File: src/rtl/seq_pkg.sv
// ---------------------------------------------------------------------------
// seq_pkg
//   Shared definitions for the address sequence controller:
//     - op_e        : opcode encoding carried on i_op_mode
//     - MODE_*      : address-generator mode codes driven on o_mode
//     - DEPTH_*     : channel-depth codes driven on o_depth (8/16/32)
//     - LOAD_LAST   : final pixel index of an image load (2048 beats)
//     - ORIGIN_MAX  : largest legal window row/column coordinate
//     - sweep_last(): terminal counter value of a display/conv sweep
// ---------------------------------------------------------------------------
package seq_pkg;

   typedef enum logic [3:0] {
      OP_LOAD       = 4'd0,
      OP_RIGHT      = 4'd1,
      OP_LEFT       = 4'd2,
      OP_UP         = 4'd3,
      OP_DOWN       = 4'd4,
      OP_SCALE_DOWN = 4'd5,
      OP_SCALE_UP   = 4'd6,
      OP_DISPLAY    = 4'd7,
      OP_CONV       = 4'd8
   } op_e;

   localparam logic [1:0] MODE_LOAD    = 2'd0;
   localparam logic [1:0] MODE_DISPLAY = 2'd1;
   localparam logic [1:0] MODE_CONV    = 2'd2;

   localparam logic [1:0] DEPTH_8  = 2'd0;
   localparam logic [1:0] DEPTH_16 = 2'd1;
   localparam logic [1:0] DEPTH_32 = 2'd2;

   localparam logic [10:0] LOAD_LAST  = 11'd2047;
   localparam logic [2:0]  ORIGIN_MAX = 3'd6;

   // Display touches 4 pixels per channel, conv touches 16 pixels per
   // channel; the returned value is the last index of that sweep.
   function automatic logic [10:0] sweep_last(input logic [1:0] mode,
                                              input logic [1:0] depth);
      logic [10:0] channels;
      case (depth)
         DEPTH_8:  channels = 11'd8;
         DEPTH_16: channels = 11'd16;
         default:  channels = 11'd32;
      endcase
      if (mode == MODE_CONV)
         return (channels << 4) - 11'd1;
      else
         return (channels << 2) - 11'd1;
   endfunction

endpackage

File: src/rtl/seq_lat_pipe.sv
// ---------------------------------------------------------------------------
// seq_lat_pipe
//   DEPTH-stage shift register that delays the final-access marker of a
//   sweep by the memory read latency, so the controller knows when the last
//   read data has come back.
//   Ports:
//     i_clk   clock
//     i_rst   asynchronous active-high reset (clears every stage)
//     i_last  final access of a sweep issued this cycle
//     o_fire  i_last delayed by DEPTH cycles
// ---------------------------------------------------------------------------
module seq_lat_pipe #(
   parameter int DEPTH = 1
) (
   input  logic i_clk,
   input  logic i_rst,
   input  logic i_last,
   output logic o_fire
);

   logic [DEPTH-1:0] stage_reg;
   logic [DEPTH-1:0] stage_next;

   for (genvar gi = 0; gi < DEPTH; gi++) begin : g_stage
      if (gi == 0) begin : g_head
         assign stage_next[gi] = i_last;
      end else begin : g_body
         assign stage_next[gi] = stage_reg[gi-1];
      end
   end

   always_ff @(posedge i_clk or posedge i_rst) begin
      if (i_rst)
         stage_reg <= '0;
      else
         stage_reg <= stage_next;
   end

   assign o_fire = stage_reg[DEPTH-1];

endmodule

File: src/rtl/addr_seq_ctrl.sv
// ---------------------------------------------------------------------------
// addr_seq_ctrl
//   Opcode-driven controller that sequences an external address generator:
//   image load (2048 pixel beats), window shifts, channel-depth scaling,
//   display sweeps (4*depth reads) and conv sweeps (16*depth reads), each
//   finishing with a single-cycle o_done.
//   Build option: define SEQ_DEPTH_SCALE_EN to enable scale-down/scale-up;
//   otherwise depth is fixed at 32 and opcodes 5/6 only pulse o_done.
//   Ports:
//     i_clk, i_rst          clock, asynchronous active-high reset
//     i_op_valid/i_op_mode  opcode handshake input (accepted when o_op_ready)
//     o_op_ready            controller idle
//     i_in_valid/o_in_ready pixel beat handshake during load
//     o_counter             sweep index for the address generator
//     o_mode                0 load, 1 display, 2 conv
//     o_origin              window origin {row[2:0], col[2:0]}
//     o_depth               0 = 8, 1 = 16, 2 = 32 channels
//     o_rd_en, o_last       memory access issued / final access of sweep
//     o_done                opcode complete pulse
//   Parameter RD_LAT (1..3): memory read latency waited out after a sweep.
// ---------------------------------------------------------------------------
module addr_seq_ctrl
   import seq_pkg::*;
#(
   parameter int RD_LAT = 1
) (
   input  logic        i_clk,
   input  logic        i_rst,
   input  logic        i_op_valid,
   input  logic [3:0]  i_op_mode,
   output logic        o_op_ready,
   input  logic        i_in_valid,
   output logic        o_in_ready,
   output logic [10:0] o_counter,
   output logic [1:0]  o_mode,
   output logic [5:0]  o_origin,
   output logic [1:0]  o_depth,
   output logic        o_rd_en,
   output logic        o_last,
   output logic        o_done
);

   typedef enum logic [2:0] {
      ST_IDLE,
      ST_LOAD,
      ST_ISSUE,
      ST_DRAIN,
      ST_DONE
   } state_e;

   state_e      state_reg, state_next;
   logic [10:0] counter_reg, counter_next;
   logic [1:0]  mode_reg, mode_next;
   logic [5:0]  origin_reg, origin_next;
   logic [1:0]  depth_cur;
   logic [2:0]  row_cur, col_cur;
   logic [10:0] sweep_limit;
   logic        in_ready, rd_en, last, done;
   logic        drain_fire;

`ifdef SEQ_DEPTH_SCALE_EN
   logic [1:0] depth_reg, depth_next;
   assign depth_cur = depth_reg;
`else
   assign depth_cur = DEPTH_32;
`endif

   assign row_cur     = origin_reg[5:3];
   assign col_cur     = origin_reg[2:0];
   assign sweep_limit = sweep_last(mode_reg, depth_cur);

   always_ff @(posedge i_clk or posedge i_rst) begin
      if (i_rst)
         state_reg <= ST_IDLE;
      else
         state_reg <= state_next;
   end

   always_comb begin
      state_next   = state_reg;
      counter_next = counter_reg;
      mode_next    = mode_reg;
      origin_next  = origin_reg;
`ifdef SEQ_DEPTH_SCALE_EN
      depth_next   = depth_reg;
`endif
      in_ready = 1'b0;
      rd_en    = 1'b0;
      last     = 1'b0;
      done     = 1'b0;

      case (state_reg)
         ST_IDLE: begin
            if (i_op_valid) begin
               // Anything not listed (including 9..15) just completes.
               state_next = ST_DONE;
               case (i_op_mode)
                  OP_LOAD: begin
                     state_next   = ST_LOAD;
                     mode_next    = MODE_LOAD;
                     counter_next = '0;
                  end
                  OP_RIGHT: if (col_cur != ORIGIN_MAX) origin_next = {row_cur, col_cur + 3'd1};
                  OP_LEFT:  if (col_cur != 3'd0)       origin_next = {row_cur, col_cur - 3'd1};
                  OP_UP:    if (row_cur != 3'd0)       origin_next = {row_cur - 3'd1, col_cur};
                  OP_DOWN:  if (row_cur != ORIGIN_MAX) origin_next = {row_cur + 3'd1, col_cur};
`ifdef SEQ_DEPTH_SCALE_EN
                  OP_SCALE_DOWN: if (depth_reg != DEPTH_8)  depth_next = depth_reg - 2'd1;
                  OP_SCALE_UP:   if (depth_reg != DEPTH_32) depth_next = depth_reg + 2'd1;
`endif
                  OP_DISPLAY: begin
                     state_next   = ST_ISSUE;
                     mode_next    = MODE_DISPLAY;
                     counter_next = '0;
                  end
                  OP_CONV: begin
                     state_next   = ST_ISSUE;
                     mode_next    = MODE_CONV;
                     counter_next = '0;
                  end
                  default: ;
               endcase
            end
         end

         ST_LOAD: begin
            in_ready = 1'b1;
            if (i_in_valid) begin
               if (counter_reg == LOAD_LAST) begin
                  last       = 1'b1;
                  state_next = ST_DONE;
               end else begin
                  counter_next = counter_reg + 11'd1;
               end
            end
         end

         ST_ISSUE: begin
            rd_en = 1'b1;
            // Counter parks on the terminal value so it reads back as the
            // last index between sweeps.
            if (counter_reg == sweep_limit) begin
               last       = 1'b1;
               state_next = ST_DRAIN;
            end else begin
               counter_next = counter_reg + 11'd1;
            end
         end

         ST_DRAIN: begin
            if (drain_fire)
               state_next = ST_DONE;
         end

         ST_DONE: begin
            done       = 1'b1;
            state_next = ST_IDLE;
         end

         default: state_next = ST_IDLE;
      endcase
   end

   always_ff @(posedge i_clk or posedge i_rst) begin
      if (i_rst) begin
         counter_reg <= '0;
         mode_reg    <= MODE_LOAD;
         origin_reg  <= '0;
`ifdef SEQ_DEPTH_SCALE_EN
         depth_reg   <= DEPTH_32;
`endif
      end else begin
         counter_reg <= counter_next;
         mode_reg    <= mode_next;
         origin_reg  <= origin_next;
`ifdef SEQ_DEPTH_SCALE_EN
         depth_reg   <= depth_next;
`endif
      end
   end

   // Only the end of a read sweep arms the drain timer; load has no reads
   // in flight.
   seq_lat_pipe #(
      .DEPTH (RD_LAT)
   ) u_lat_pipe (
      .i_clk  (i_clk),
      .i_rst  (i_rst),
      .i_last (last && (state_reg == ST_ISSUE)),
      .o_fire (drain_fire)
   );

   assign o_op_ready = (state_reg == ST_IDLE);
   assign o_in_ready = in_ready;
   assign o_rd_en    = rd_en;
   assign o_last     = last;
   assign o_done     = done;
   assign o_counter  = counter_reg;
   assign o_mode     = mode_reg;
   assign o_origin   = origin_reg;
   assign o_depth    = depth_cur;

endmodule

File: config.mk
export PLATFORM = sky130hd
export DESIGN_NAME = addr_seq_ctrl
export DESIGN_NICKNAME = d
export VERILOG_FILES = /design/src/rtl/seq_pkg.sv /design/src/rtl/seq_lat_pipe.sv /design/src/rtl/addr_seq_ctrl.sv
export SDC_FILE = /design/constraint.sdc
export NUM_CORES = 1
export LEC_CHECK = 0
export CAP_MARGIN = 20
export CELL_PAD_IN_SITES_DETAIL_PLACEMENT = 1
export CELL_PAD_IN_SITES_GLOBAL_PLACEMENT = 2
export CORE_UTILIZATION = 30
export CTS_BUF_LIST = sky130_fd_sc_hd__clkbuf_4 sky130_fd_sc_hd__clkbuf_8 sky130_fd_sc_hd__clkbuf_16
export CTS_CLUSTER_DIAMETER = 200
export DETAILED_ROUTE_END_ITERATION = 16
export GPL_TIMING_DRIVEN = 1
export PLACE_DENSITY_LB_ADDON = 0.2
export SYNTH_ARGS = -nofsm -noshare
export SYNTH_HDL_FRONTEND = slang
export SYNTH_SLANG_ARGS = --single-unit
export TNS_END_PERCENT = 20
File: constraint.sdc
create_clock -name i_clk -period 2.2 [get_ports i_clk]
set_input_delay 0.22 -clock i_clk [delete_from_list [all_inputs] [get_ports i_clk]]
set_output_delay 0.22 -clock i_clk [all_outputs]
set_load 0.01 [all_outputs]
==> results of run 1 <==
[worst max-delay path by stage]
stage	start	endpoint	slack (ns)	depth (start not counted)
floorplan	o_counter[0]$_DFFE_PP0P_	o_counter[3]$_DFFE_PP0P_	0.21	7
global placement	i_op_mode[0]	o_counter[5]$_DFFE_PP0P_	0.03	6
detailed placement	i_op_mode[1]	o_counter[8]$_DFFE_PP0P_	-0.06	6
CTS	state_reg[0]$_DFFE_PP0P_	o_origin[1]$_DFFE_PP0P_	0.15	5
global route	o_counter[0]$_DFFE_PP0P_	o_counter[4]$_DFFE_PP0P_	0.01	7
finish	o_counter[0]$_DFFE_PP0P_	o_counter[8]$_DFFE_PP0P_	0.14	7
[what timing repair did]
item                       4_1_cts  5_1_grt
gates resized for setup         10        0
buffers inserted                 4        0
setup endpoints to repair        1        0
[critical path, stage by stage (launching register included)]
cell     delay (ns)
dfrtp_1        0.40
ha_1           0.23
nand3_2        0.13
nor2_2         0.06
buf_4          0.14
a311o_1        0.33
or3_4          0.41
o31ai_1        0.26
[cells in the mapped netlist, types with 4 or more instances]
master,count,share of area
a21o_1,4,0.020
a21oi_1,6,0.020
and3_1,4,0.016
buf_2,5,0.016
clkbuf_1,4,0.0098
dfrtp_1,23,0.38
inv_1,4,0.0098
nand2_1,8,0.020
nand2b_1,6,0.024
nand3_1,7,0.023
nand3b_1,5,0.024
nor2_1,12,0.029
nor3_1,7,0.023
nor3b_1,4,0.020
o21ai_1,12,0.039
o31ai_1,13,0.064
[area by class of cell]
class | count | area share
Timing Repair Buffer | 62 | 0.247
Clock buffer | 4 | 0.0223
Tap cell | 67 | 0.0383
Multi-Input combinational cell | 132 | 0.421
Sequential cell | 23 | 0.264
Inverter | 4 | 0.00686
[metrics by stage]
stage	util	setup slack, ns	setup TNS, ns	cell area, sq um	instances
2_1_floorplan	-	0.207	0	1530	170
3_3_place_gp	0.431	0.0304	0	2080	284
3_5_place_dp	0.431	-0.0601	-0.254	2080	284
4_1_cts	0.455	0.150	0	2190	292
5_1_grt	0.455	0.0127	0	2190	292
6_report	0.455	0.136	0	2190	292
[power breakdown]
part / internal, uW / total, uW / leakage [uW] / switching, uW
Combinational: 576 / 1120 / 0.000586 / 547
Sequential: 535 / 678 / 0.000301 / 143
Clock: 142 / 285 / 0.0000262 / 143
[layer usage]
metal / vias to the layer above / global-route usage / part of all wire
met5: - / 0 / 0
met4: 0 / 0.0491 / 0.0082
met3: 4 / 0.0165 / 0.024
met2: 25 / 0.305 / 0.48
met1: 747 / 0.275 / 0.49
li1: 732 / - / -
[cells by family after synthesis]
group | Yosys count | share of synthesized area
XOR/XNOR | 5 | 0.0286
AO/OA/AOI/OAI | 47 | 0.208
flip-flops | 23 | 0.375
AND/OR/NAND/NOR | 70 | 0.267
buffers and inverters | 15 | 0.0457
other | 2 | 0.00490
adder cells (fa/ha/maj) | 3 | 0.0343
multiplexers | 5 | 0.0367
==> impl_metrics.json, run 1 <==
{
  "antenna_left": 0,
  "ir_drop_uv": 373,
  "r2r-end": "o_counter[8]$_DFFE_PP0P_",
  "grt_usage": 0.190,
  "drive_gt1_frac": 0.213,
  "skew_ns": 0.00338,
  "critPathMaxFanout": 8,
  "initialDrtViolationCount": 84,
  "hold_class": "in2async",
  "hpwlAfterDp_um": 3490,
  "design_power_total_uw": 2090,
  "start_util": 0.318,
  "dr.pass1.iters": 4,
  "synth_edf_count": 0,
  "io_pins": 34,
  "antenna_found_initial": 0,
  "power.density_nw_per_um2": 953,
  "period_share": 0.938,
  "start_kind": "flop",
  "drcViolationCount": 0,
  "yosys_warnings": 0,
  "wl_per_cell_um": 15.9,
  "grt_max_degree": 24,
  "crit_required_ns": 2.37,
  "timing.hold.ws_ns": 0.285,
  "diodes": 0,
  "avgSynthCellArea_sq_um": 9.02,
  "layout_commonest_cell": "buf_4",
  "finalSetupViolCount": 0,
  "avgViaCountPerCell": 5.16,
  "r2r-start": "o_counter[0]$_DFFE_PP0P_",
  "io_buffer_count": 31,
  "final_cell_mix": "buf_4, clkdlybuf4s50_1, dfrtp_1",
  "grt_overflow": 0,
  "placeableCoreArea_sq_um": 4820,
  "r2r_cells": 7,
  "fin_nets": 237,
  "multiInputGateArea_sq_um": 922,
  "tritoncts": "yes",
  "cts_max_level": 1,
  "reg2reg_slack_ns": 0.14,
  "largest_reg_flops": 11,
  "syn_inst": 170,
  "nFillCells": 599,
  "die_h_um": 73.5,
  "cts_buffer_depth": 2,
  "netlist_area_sq_um": 1530,
  "rows": 25,
  "drt-total-wl_um": 4630,
  "cts_sinks": 23,
  "rsz0062_at_grt": "false",
  "synthFlopType": "dfrtp_1",
  "max_freq_ghz": 0.484,
  "syn-num-nets": 181,
  "period_minus_slack_ns": 2.06,
  "end_kind": "flop",
  "yosys_register_bits": 23,
  "syn_to_final_growth_pct": 42.7,
  "yosysSeqAreaShare": 0.375,
  "register_area_sq_um": 578,
  "leakagePower_uw": 0.000913,
  "grt_pass1_vias": 1593,
  "place_congestion": 0.778,
  "via_count": 1508,
  "clkLatencyLatePin_ns": 0.26,
  "die_area_sq_um": 5400,
  "path_class": "reg2reg",
  "drv_cap": 0,
  "ys_types": 46,
  "worstPathArrival_ns": 2.24,
  "synth_async_sr_flop_share": 1.00,
  "root_buffer": "clkbuf_8",
  "final-hold-violation-count": 0,
  "grt_pass1_wl_um": 7890,
  "clk_pin_slew_ns": 0.09,
  "status": "completed",
  "numCtsBuffers": 3,
  "ctsHoldBuffers": 0,
  "die_w_um": 73.5,
  "finalMaxSlewViolations": 0
}
Note: power is estimated with default switching activity, not from simulation.
==> run 2: changes to the inputs <==
Settings changed: RECOVER_POWER from default to 25, REMOVE_ABC_BUFFERS from default to 1.
==> impl_metrics.json, run 2 (synthesis results as in run 1) <==
{
  "critPathMaxFanout": 5,
  "drt-total-wl_um": 4870,
  "skew_ns": 0.00591,
  "cts_buffer_depth": 2,
  "finalSetupViolCount": 0,
  "avgViaCountPerCell": 5.18,
  "fin_area_sq_um": 2300,
  "syn_to_final_growth_pct": 50.0,
  "clk_pin_slew_ns": 0.09,
  "start_kind": "flop",
  "crit_family": "simple AND/OR/NAND/NOR gates",
  "antenna_found_initial": 0,
  "period_minus_slack_ns": 2.10,
  "power.density_nw_per_um2": 944,
  "cp.depth": 7,
  "slew_headroom": 0.108,
  "crit_required_ns": 2.36,
  "final-hold-violation-count": 0,
  "numCtsBuffers": 3,
  "dp_slack_ns": -0.0412,
  "cts_sinks": 23,
  "crit_top_cell": "buf_4",
  "via_count": 1563,
  "hpwlAfterDp_um": 3470,
  "drcViolationCount": 0,
  "r2r_cells": 7,
  "r2r-end": "o_origin[4]$_DFFE_PP0P_",
  "dp_cells": 287,
  "placeableCoreArea_sq_um": 4820,
  "worst_slack_ns": 0.104,
  "finalMaxSlewViolations": 0,
  "postPlaceCellArea_sq_um": 2100,
  "grt_overflow": 0,
  "cts_max_level": 1,
  "place_congestion": 0.754,
  "die_w_um": 73.5,
  "initialDrtViolationCount": 52,
  "min_delay_path_depth": 1,
  "die_h_um": 73.5,
  "rows": 25,
  "tritoncts": "yes",
  "startpoint": "state_reg[1]$_DFFE_PP0P_",
  "r2r-start": "state_reg[1]$_DFFE_PP0P_",
  "antenna_left": 0,
  "hold_class": "reg2reg",
  "dr.pass1.iters": 4,
  "io_pins": 34,
  "ir_drop_uv": 341,
  "rsz0062_at_grt": "false",
  "final_cell_mix": "buf_4, clkdlybuf4s50_1, dfrtp_1",
  "nFillCells": 598,
  "status": "completed",
  "layoutNonFillerInstCount": 302,
  "clkLatencyLatePin_ns": 0.27,
  "layout_commonest_cell": "buf_4",
  "grt_pass1_wl_um": 8170,
  "fin_nets": 247,
  "design_power_total_uw": 2170,
  "worstPathArrival_ns": 2.26,
  "register_area_sq_um": 582,
  "reg2reg_slack_ns": 0.10,
  "io_buffer_count": 31,
  "grt_usage": 0.200,
  "largest_reg_flops": 11,
  "slowest_stage": "or4b_4",
  "multiInputGateArea_sq_um": 955,
  "leakagePower_uw": 0.000986,
  "drv_cap": 0,
  "wl_per_cell_um": 16.1,
  "slowest_delay_ns": 0.52,
  "grt_pass1_vias": 1686,
  "timing.critical_path.buf_inv": 2,
  "max_freq_ghz": 0.477,
  "end_kind": "flop",
  "path_cells": "buf_4, buf_4, or4b_4, nor2_1, a21boi_2, o21ai_1, mux2_1",
  "start_util": 0.318,
  "die_area_sq_um": 5400,
  "grt_max_degree": 24,
  "root_buffer": "clkbuf_8",
  "diodes": 0,
  "drive_gt1_frac": 0.268,
  "endpoint": "o_origin[4]$_DFFE_PP0P_",
  "period_share": 0.953,
  "path_class": "reg2reg",
  "worst_pin_slew_ns": 1.34
}
## run 2: changes by cell type in the layout (fill, tap and decap cells not counted), sizes merged
cell	previous run	this run
buf	31	40
clkbuf	4	5
clkdlybuf4s50	30	29
dlygate4sd2	1	0
dlygate4sd3	0	1
dlymetal6s2s	0	1
## run 2: metal layers
metal | vias to the layer above | share of wire | GRT usage
li1 | 754 | - | -
met1 | 784 | 0.43 | 0.238
met2 | 20 | 0.54 | 0.371
met3 | 5 | 0.016 | 0.0233
met4 | 0 | 0.013 | 0.0641
met5 | - | 0 | 0
## run 2: worst min path at each step
| stage | start | end | slack, ns |
|---|---|---|---|
| 5_1_grt | o_origin[5]$_DFFE_PP0P_ | o_origin[5]$_DFFE_PP0P_ | 0.57 |
| 6_report | o_origin[5]$_DFFE_PP0P_ | o_origin[5]$_DFFE_PP0P_ | 0.53 |
| 3_5_place_dp | o_origin[5]$_DFFE_PP0P_ | o_origin[5]$_DFFE_PP0P_ | 0.53 |
| 2_1_floorplan | i_rst | o_counter[0]$_DFFE_PP0P_ | 0.22 |
| 3_3_place_gp | o_origin[5]$_DFFE_PP0P_ | o_origin[5]$_DFFE_PP0P_ | 0.51 |
| 4_1_cts | i_rst | o_counter[5]$_DFFE_PP0P_ | 0.31 |
## run 2: report_power, final
part / leakage (uW) / total [uW] / internal (uW) / switching, uW
Combinational: 0.000664 / 1200 / 640 / 560
Sequential: 0.000296 / 682 / 536 / 146
Clock: 0.0000262 / 289 / 142 / 147
## run 2: cell type report
type / count / area share
timing repair buffer: 72 / 0.268
multi-input combinational: 132 / 0.415
tap: 67 / 0.0364
clock buffer: 4 / 0.0212
inverter: 4 / 0.00653
sequential: 23 / 0.253
## run 2: stage by stage
stage	hold slack, ns	utilization	setup TNS [ns]
final	0.530	0.478	0
after global routing	0.568	0.478	0
after CTS	0.312	0.471	0
after detailed placement	0.526	0.436	-0.135
after global placement	0.513	0.436	0
after floorplan	0.222	-	0
## run 2: what timing repair did
action                                  in CTS  in global routing
gates resized for setup                     11                  8
buffers inserted                            11                  0
hold buffers                                 0                  0
endpoints found under the setup margin       1                  5
pin swaps                                    2                  1
==> edit: new RTL, flow settings as in run 1 <==
Add a define of `SEQ_DEPTH_SCALE_EN`.
--- a/src/rtl/addr_seq_ctrl.sv
+++ b/src/rtl/addr_seq_ctrl.sv
@@ -19,6 +19,8 @@
 //     o_done                opcode complete pulse
 //   Parameter RD_LAT (1..3): memory read latency waited out after a sweep.
 // ---------------------------------------------------------------------------
+`define SEQ_DEPTH_SCALE_EN
+
 module addr_seq_ctrl
    import seq_pkg::*;
 #(
Behaviour: not the same (a bounded check fails within 4 cycles, from zero or initial values and one cycle with i_rst high).
==> edit against run 1 <==
- the flow now finishes with violations (setup timing)
- total power grew 41%
- synthesized cell count grew 26%
- utilization increased by 3.6 points
- fmax fell by 23%
- clock skew fell by 0.0014 ns
- setup slack worse by 0.63 ns
- die area rose by 18%
- design area grew 32%
- sequential cell count grew 2
- area after synthesis grew 19%
- clock power grew 5%
- routed wire length rose by 20%
- critical endpoint is now o_last
- largest cell class unchanged
- largest power group unchanged
- highest routed layer unchanged
==> edit: results (changes against run 1) <==
Critical path
  – CP endpoint: o_last (was o_counter[8])
  – Crit-path slowest cell: dfstp_2 (was or3_4)
  – R2r setup slk: -0.40 ns (was 0.14 ns)
  – Crit-path max FO: 4 (was 8)
  – Worst path arrival time: 2.47 ns (was 2.24 ns)
  – Worst R2R End: o_counter[5] (was o_counter[8])

Synthesis
  – Syn_nets: 230 (was 181)
  – Syn avg cell area: 8.51 um^2 (was 9.02 um^2)
  – Top cells by area, synth: dfrtp_1 (33%), nor2_1 (4.9%), ha_1 (4.1%) (was dfrtp_1 (38%), o31ai_1 (6.4%), o21ai_1 (3.9%))
  – Yosys cell types: 56 (was 46)

Placed design
  – Routability cong.: 0.789 (was 0.778)
  – DP Cell Count: 367 (was 284)
  – Port Buf Inserts: 33 (was 31)

Cells and area
  – Layout fillers: 698 (was 599)
  – Share of post-route cells with drive strength above 1: 32.8% (was 21.3%)
  – Multi-input gate area: 1250 um^2 (was 922 um^2)

Pwr
  – Leak: 1.25 nW (was 0.913 nW)
  – Net Sw Power: 1.18 mW (was 0.833 mW)

Timing
  – Clk_skew: 0.00201 ns (was 0.00338 ns)
  – Final setup margin: -0.494 ns (was 0.136 ns)
  – Setup violators final: 14 (was 0)

Outcome
  – Status: finished, violations left (was finished, final reports clean)
  – Failing checks: setup timing

Clock tree
  – Clk Latency, worst-skew pair: 0.28 ns (was 0.26 ns)

Drt
  – Drt via density: 5.14 (was 5.16)
  – DRT met1 WL: 2.55 mm (was 2.27 mm)

Global routing
  – Global-route wire length before repair: 9.59 mm (was 7.89 mm)
  – Number of global-route vias before repair: 1993 (was 1593)
  – Met1 GRT Util: 25.3% (was 27.5%)
-- edit: changes by cell type after synthesis, moves of 8 or more --
cell	run 1	this run
inv_1	4	12
nand2_1	8	19
nor2_1	12	24
o21ai_0	2	12
o21ai_1	12	2
o31ai_1	13	4
-- edit: how the worst min path moves through the flow --
stage | end | slack, ns | cells past startpoint
finish | state_reg[1] | 0.24 | 2
global route | o_origin[1] | 0.27 | 2
detailed placement | o_origin[5] | 0.51 | 1
global placement | o_origin[2] | 0.51 | 1
CTS | state_reg[0] | 0.25 | 2
floorplan | o_counter[0] | 0.25 | 1
-- edit: worst max-delay path, delay by kind of cell (launching register included) --
kind | cells | cell delay [ns]
flip-flops | 1 | 0.58
AND/OR/NAND/NOR | 2 | 0.41
buffers and inverters | 3 | 0.26
adder cells (fa/ha/maj) | 2 | 0.37
AO/OA/AOI/OAI | 3 | 0.57
-- edit: power by group through the flow --
stage,sequential (mW),clock (mW),combinational [mW]
finish,0.672,0.298,1.96
global route,0.689,0.330,2.14
CTS,0.672,0.314,1.89
detailed placement,0.681,0,1.66
global placement,0.676,0,1.64
floorplan,0.725,0,0.798
-- edit: cells by family after synthesis --
logic type | after synthesis | share of synthesized area [%]
and+or+nand+nor | 92 | 26.0
AOI/OAI and AO/OA | 56 | 22.6
DFF | 25 | 34.4
buffers and inverters | 23 | 5.63
xor gates and xnor gates | 8 | 3.85
adders and majority gates | 8 | 6.32
muxes | 2 | 1.24
-- edit: area by class of cell --
type	count	area share (%)
clock buffer	3	1.43
clock inverter	1	0.173
inverter	12	1.73
multi-input combinational	166	43.4
sequential	25	21.7
tap	75	3.25
timing repair buffer	92	28.3
-- edit: timing repair --
item / CTS / global route
pin swaps: 12 / 3
endpoints found under the setup margin: 14 / 17
buffers inserted: 2 / 1
gates cloned: 1 / 0
gates resized for setup: 24 / 11
